--- src/rtl/booth_pkg.sv ---
// Shared encodings for the sequential Booth multiplier.
package booth_pkg;

  // FSM states
  typedef enum logic [1:0] {
    IDLE = 2'b00,
    CALC = 2'b01,
    DONE = 2'b10
  } state_t;

  // Booth recoding of {Q[0], Q_1}
  localparam logic [1:0] ADD = 2'b01;
  localparam logic [1:0] SUB = 2'b10;

endpackage

--- src/rtl/booth_step.sv ---
// One radix-2 Booth iteration: conditional add/sub of M into the accumulator,
// followed by an arithmetic right shift of {Aacc, Q, Q_1}.
module booth_step
  import booth_pkg::*;
#(
  parameter int N = 32
) (
  input  logic [N:0]   aacc,
  input  logic [N-1:0] q,
  input  logic         q_1,
  input  logic [N:0]   m,
  output logic [N:0]   aacc_next,
  output logic [N-1:0] q_next,
  output logic         q_1_next
);

  logic [N:0] sum;

  // Add or subtract the multiplicand according to the current bit pair
  always_comb begin
    sum = aacc;
    case ({q[0], q_1})
      ADD:     sum = aacc + m;
      SUB:     sum = aacc - m;
      default: sum = aacc;
    endcase
  end

  // Shift right by one, replicating the accumulator sign bit
  always_comb begin
    aacc_next = {sum[N], sum[N:1]};
    q_next    = {sum[0], q[N-1:1]};
    q_1_next  = q[0];
  end

endmodule

--- src/rtl/booth_seq_multiplier.sv ---
// Sequential radix-2 Booth multiplier, signed N x N -> 2N, N step cycles.
// Completion pulses done/resultWrite for one cycle; resultWrite feeds the
// write enable of the downstream result register.
module booth_seq_multiplier
  import booth_pkg::*;
#(
  parameter int N = 32
) (
  input  logic           clk,
  input  logic           reset,
  input  logic           start,
  input  logic [N-1:0]   a,
  input  logic [N-1:0]   b,
  output logic           busy,
  output logic           done,
  output logic           resultWrite,
  output logic [2*N-1:0] product
);

  localparam int CW = $clog2(N);

  state_t        state;
  logic [CW-1:0] count;
  logic [N:0]    m;
  logic [N:0]    aacc;
  logic [N-1:0]  q;
  logic          q_1;

  logic [N:0]    aacc_next;
  logic [N-1:0]  q_next;
  logic          q_1_next;

  booth_step #(.N(N)) u_step (
    .aacc      (aacc),
    .q         (q),
    .q_1       (q_1),
    .m         (m),
    .aacc_next (aacc_next),
    .q_next    (q_next),
    .q_1_next  (q_1_next)
  );

  // Controller, datapath registers and registered status outputs
  always_ff @(posedge clk or negedge reset) begin
    if (!reset) begin
      state   <= IDLE;
      count   <= '0;
      m       <= '0;
      aacc    <= '0;
      q       <= '0;
      q_1     <= 1'b0;
      busy    <= 1'b0;
      done    <= 1'b0;
      product <= '0;
    end else begin
      case (state)
        IDLE: begin
          if (start) begin
            m     <= {a[N-1], a};
            aacc  <= '0;
            q     <= b;
            q_1   <= 1'b0;
            count <= '0;
            busy  <= 1'b1;
            state <= CALC;
          end
        end
        CALC: begin
          aacc  <= aacc_next;
          q     <= q_next;
          q_1   <= q_1_next;
          count <= count + 1'b1;
          // The last step's result goes straight to the product register
          if (count == CW'(N - 1)) begin
            product <= {aacc_next[N-1:0], q_next};
            done    <= 1'b1;
            state   <= DONE;
          end
        end
        DONE: begin
          done  <= 1'b0;
          busy  <= 1'b0;
          state <= IDLE;
        end
        default: begin
          done  <= 1'b0;
          busy  <= 1'b0;
          state <= IDLE;
        end
      endcase
    end
  end

  assign resultWrite = done;

endmodule

--- config.mk ---
export PLATFORM = sky130hd
export DESIGN_NAME = booth_seq_multiplier
export DESIGN_NICKNAME = d
export VERILOG_FILES = /design/src/rtl/booth_pkg.sv /design/src/rtl/booth_step.sv /design/src/rtl/booth_seq_multiplier.sv
export SDC_FILE = /design/constraint.sdc
export NUM_CORES = 1
export LEC_CHECK = 0
export ABC_AREA = 1
export BUFFER_PORTS_ARGS = -buffer_cell sky130_fd_sc_hd__buf_2
export CAP_MARGIN = 30
export CORE_MARGIN = 2
export CORE_UTILIZATION = 50
export DETAILED_ROUTE_END_ITERATION = 8
export GPL_TIMING_DRIVEN = 0
export PLACE_DENSITY = 0.7
export SKIP_LAST_GASP = 1
export SYNTH_ARGS = -nofsm -noshare
export SYNTH_HDL_FRONTEND = slang
export SYNTH_HIERARCHICAL = 1
export SYNTH_SLANG_ARGS = --single-unit
export TNS_END_PERCENT = 20
--- constraint.sdc ---
create_clock -name clk -period 6.5 [get_ports clk]
set_input_delay 0.65 -clock clk [delete_from_list [all_inputs] [get_ports clk]]
set_output_delay 0.65 -clock clk [all_outputs]
set_load 0.02 [all_outputs]
==> results_tabular.tex <==
\begin{tabular}{lr}
\hline
Metric & Value \\
\hline
\multicolumn{2}{l}{\textbf{Floorplanning}} \\
\quad Die Y & 151 µm \\
\quad CORE AREA & 21200 µm² \\
\quad Starting density of the core & 0.512 \\
\quad Floorplan die area & 22800 µm² \\
\quad Overall die width & 151 µm \\
\quad I/O Pins & 134 \\
\quad Row count & 53 \\
\multicolumn{2}{l}{\textbf{Routing}} \\
\quad First-pass iteration count of the detailed router & 4 \\
\quad Final Routed Wirelength & 31800 µm \\
\quad Wirelength per Cell & 15.8 µm \\
\quad Starting DRC count in detailed routing & 726 \\
\quad Routed via count & 10300 \\
\quad Number of remaining DRC errors & 0 \\
\quad Via-to-Cell Ratio & 5.15 \\
\quad Antenna Violating Nets Remaining & 0 \\
\multicolumn{2}{l}{\textbf{CTS}} \\
\quad Clock tree sinks & 171 \\
\quad Post-cts resize count & 0 \\
\quad Hold-fix buffers, CTS & 0 \\
\quad Clock tree from TritonCTS & built \\
\quad Clock root cell & sky130\_fd\_sc\_hd\_\_clkbuf\_16 \\
\quad Number of buffers on the longest clock path & 2 \\
\quad CTS clock-pin slew for the worst setup and hold paths & 0.08 ns \\
\quad Clock latency reported for the late side of the worst-skew pair & 0.44 ns \\
\quad Number of H-tree levels & 4 \\
\quad Num CTS Buffers & 17 \\
\quad Number of setup buffers added after CTS & 0 \\
\multicolumn{2}{l}{\textbf{Flow run}} \\
\quad Max-cap violations & 0 \\
\multicolumn{2}{l}{\textbf{Critical path}} \\
\quad Data arrival time of the critical path & 3.94 ns \\
\quad Maximum fanout encountered on the critical timing path & 10 \\
\quad Slowest Stage Delay on Critical Path & 0.50 ns \\
\quad Worst reg2reg endpoint & aacc[31]\$\_DFFE\_PN0P\_ \\
\quad Termination of the worst setup path & aacc[31]\$\_DFFE\_PN0P\_ \\
\quad Number of stages on the worst setup path & 18 \\
\quad Most used cell along the critical path & sky130\_fd\_sc\_hd\_\_nand2\_1 \\
\quad Crit-path leading delay family & compound AO/OA/AOI/OAI gates \\
\quad Category of the critical setup timing path & flop to flop \\
\quad First element of the critical path & q\_1\$\_DFFE\_PN0P\_ \\
\quad Number of cells on the worst reg-to-reg path & 18 \\
\quad Launching point of the worst reg2reg path & q\_1\$\_DFFE\_PN0P\_ \\
\quad Chain of cells forming the critical path & inv\_1 > ha\_1 > inv\_1 > clkbuf\_1 > o21ai\_0 > ha\_1 > nand2\_1 > inv\_1 > a21oi\_1 > nand2\_1 > nand2\_1 > nand2\_1 > a21oi\_1 > nand2\_1 > nand3\_1 > nand2\_1 > inv\_1 > o21ai\_0 \\
\quad Worst path slowest cell & sky130\_fd\_sc\_hd\_\_o21ai\_0 \\
\quad Kind of end point of the critical path & flop \\
\quad Data required time at the worst endpoint & 6.81 ns \\
\quad Worst path bufs/invs & 5 \\
\quad Startpoint Class & flop \\
\quad Register-to-Register Setup Slack & 2.87 ns \\
\multicolumn{2}{l}{\textbf{STA}} \\
\quad Worst slew pin tran & 0.757 ns \\
\quad Final setup margin & 2.87 ns \\
\quad Total Neg Setup Slack & 0 ns \\
\quad Max Slew Vio Count & 0 \\
\quad Tmin final & 3.63 ns \\
\quad Final Hold Slack & 0.104 ns \\
\quad Total of endpoints with negative setup slack in the final report & 0 \\
\quad Maximum clock frequency & 275 MHz \\
\quad Worst max-slew margin expressed relative to the limit & 0.490 \\
\quad Portion of the clock cycle consumed by the worst path in the final layout & 0.559 \\
\quad Fin Clk Skew & 0.0236 ns \\
\quad Setup repair after global routing missed its margin & no \\
\quad Count of endpoints failing hold in the final timing report & 0 \\
\multicolumn{2}{l}{\textbf{Place}} \\
\quad Estimated wirelength of the detail-placed design & 24300 µm \\
\quad Pre-CTS setup slack & 2.99 ns \\
\quad Placer Congestion & 0.943 \\
\quad Port-buffer cells & 133 \\
\multicolumn{2}{l}{\textbf{Yosys}} \\
\quad Portion of synthesized cell area occupied by the leading cell type & 0.395 \\
\quad Async set or reset register ratio after synthesis & 1.00 \\
\quad Library cell with the largest summed area after synthesis & sky130\_fd\_sc\_hd\_\_dfrtp\_1 \\
\quad Mapped Area & 10800 µm² \\
\quad Number of synthesized flops with an enable pin & 0 \\
\quad Register bit count reported by yosys & 171 \\
\quad Top cells by area, synth & sky130\_fd\_sc\_hd\_\_dfrtp\_1 (40\%), sky130\_fd\_sc\_hd\_\_nand2\_1 (22\%), sky130\_fd\_sc\_hd\_\_nand3\_1 (6.9\%) \\
\quad Count of unique library cells instantiated by Yosys & 39 \\
\quad Mapped Cells & 1564 \\
\quad Main synth FF type & sky130\_fd\_sc\_hd\_\_dfrtp\_1 \\
\quad Count of synthesis-stage warnings from yosys & 6 \\
\quad Mapped Nets & 1668 \\
\quad Avg Synthesized Cell Area & 6.92 µm² \\
\quad Sequential element share of the synthesized area & 0.395 \\
\multicolumn{2}{l}{\textbf{Global routing}} \\
\quad Initial antenna violation count & 1 \\
\quad Overall overflow remaining after global route & 0 \\
\quad Number of global-route vias before repair & 9924 \\
\quad Pin count of the biggest net entering global routing & 117 \\
\quad Global-route wire length before repair & 50900 µm \\
\quad Overall track demand over capacity in global routing & 0.290 \\
\multicolumn{2}{l}{\textbf{Cells and area}} \\
\quad Most frequent cells in the layout & sky130\_fd\_sc\_hd\_\_nand2\_1 (628), sky130\_fd\_sc\_hd\_\_dfrtp\_1 (171), sky130\_fd\_sc\_hd\_\_inv\_1 (160) \\
\quad Fill count & 2012 \\
\quad Area occupied by multi-input gates & 5380 µm² \\
\quad Most common library cell in the layout ignoring fill and taps & sky130\_fd\_sc\_hd\_\_nand2\_1 \\
\quad Final net count & 1821 \\
\quad Sequential cell area & 4280 µm² \\
\quad Area delta synth->final & 15.3\% \\
\quad Share of post-route cells with drive strength above 1 & 0.165 \\
\multicolumn{2}{l}{\textbf{Status}} \\
\quad Outcome & completed \\
\multicolumn{2}{l}{\textbf{Hold path}} \\
\quad Class of the tightest hold or removal check & input pin to asynchronous set/reset pin \\
\hline
\end{tabular}
## metal layers
layer	up-vias	global-route usage	share of wire
li1	5170	-	-
met1	4833	0.381	0.45
met2	276	0.473	0.46
met3	55	0.0578	0.052
met4	0	0.110	0.032
met5	-	0	0
## kinds of logic after synthesis
group,count (synthesis),synth area share
compound gates,128,0.0633
xor+xnor,34,0.0275
fa+ha+maj,37,0.0435
buf+inv,258,0.108
flops,171,0.395
simple gates,936,0.363
## worst min-delay path by stage
| stage | startpoint | to | slack (ns) | depth (start not counted) |
|---|---|---|---|---|
| 2_1_floorplan | reset | aacc[0]$_DFFE_PN0P_ | 0.35 | 0 |
| 3_3_place_gp | product[3]$_DFFE_PN0P_ | product[3]$_DFFE_PN0P_ | 0.46 | 2 |
| 3_5_place_dp | product[14]$_DFFE_PN0P_ | product[14]$_DFFE_PN0P_ | 0.46 | 2 |
| 4_1_cts | reset | product[39]$_DFFE_PN0P_ | 0.12 | 1 |
| 5_1_grt | reset | product[39]$_DFFE_PN0P_ | 0.14 | 1 |
| 6_report | reset | product[40]$_DFFE_PN0P_ | 0.10 | 1 |
## synth_stat cells, drive strengths merged, types with 2 or more instances
cell    number
clkbuf      20
nand2      648
nor2        99
o21bai       3
buf         69
o21ai       89
nand3b       9
o31ai        2
dfrtp      171
nand3      150
or2          8
xor2        24
ha          36
nor3        10
nand4       11
inv        169
o21a         3
a21oi       28
a21o         2
xnor2       10
## final cells by class
| cell class | count | share of cell area |
|---|---|---|
| tap | 275 | 0.0276 |
| multi-input combinational | 1135 | 0.431 |
| timing repair buffer | 134 | 0.0564 |
| sequential | 171 | 0.343 |
| clock inverter | 14 | 0.0138 |
| inverter | 169 | 0.0508 |
| antenna | 2 | 0.000401 |
| clock buffer | 18 | 0.0344 |
| buffer | 89 | 0.0424 |
## metrics by stage
stage          utilization  std cells  instance area (µm²)
5_1_grt              0.590       2005                12500
2_1_floorplan            -       1564                10800
3_3_place_gp         0.559       1972                11800
4_1_cts              0.590       2005                12500
3_5_place_dp         0.561       1973                11900
6_report             0.590       2007                12500
## flip-flops by register name, indices dropped and copies added, names as in the netlist
signal   cells
aacc        33
busy         1
count        5
done         1
m           32
product     64
q           32
q_1          1
state        2
## worst reg2reg max path: stages (launching register included)
cell and delay (ns):
sky130_fd_sc_hd__dfrtp_1 0.38, sky130_fd_sc_hd__inv_1 0.06, sky130_fd_sc_hd__ha_1 0.34, sky130_fd_sc_hd__inv_1 0.23, sky130_fd_sc_hd__clkbuf_1 0.28, sky130_fd_sc_hd__o21ai_0 0.50, sky130_fd_sc_hd__ha_1 0.39, sky130_fd_sc_hd__nand2_1 0.15
sky130_fd_sc_hd__inv_1 0.05, sky130_fd_sc_hd__a21oi_1 0.20, sky130_fd_sc_hd__nand2_1 0.10, sky130_fd_sc_hd__nand2_1 0.06, sky130_fd_sc_hd__nand2_1 0.07, sky130_fd_sc_hd__a21oi_1 0.23, sky130_fd_sc_hd__nand2_1 0.08, sky130_fd_sc_hd__nand3_1 0.07
sky130_fd_sc_hd__nand2_1 0.07, sky130_fd_sc_hd__inv_1 0.14, sky130_fd_sc_hd__o21ai_0 0.12
Power is left out: the tool's default activity adds up to more than one toggle a clock period on the data nets, which glitch-free logic cannot reach.
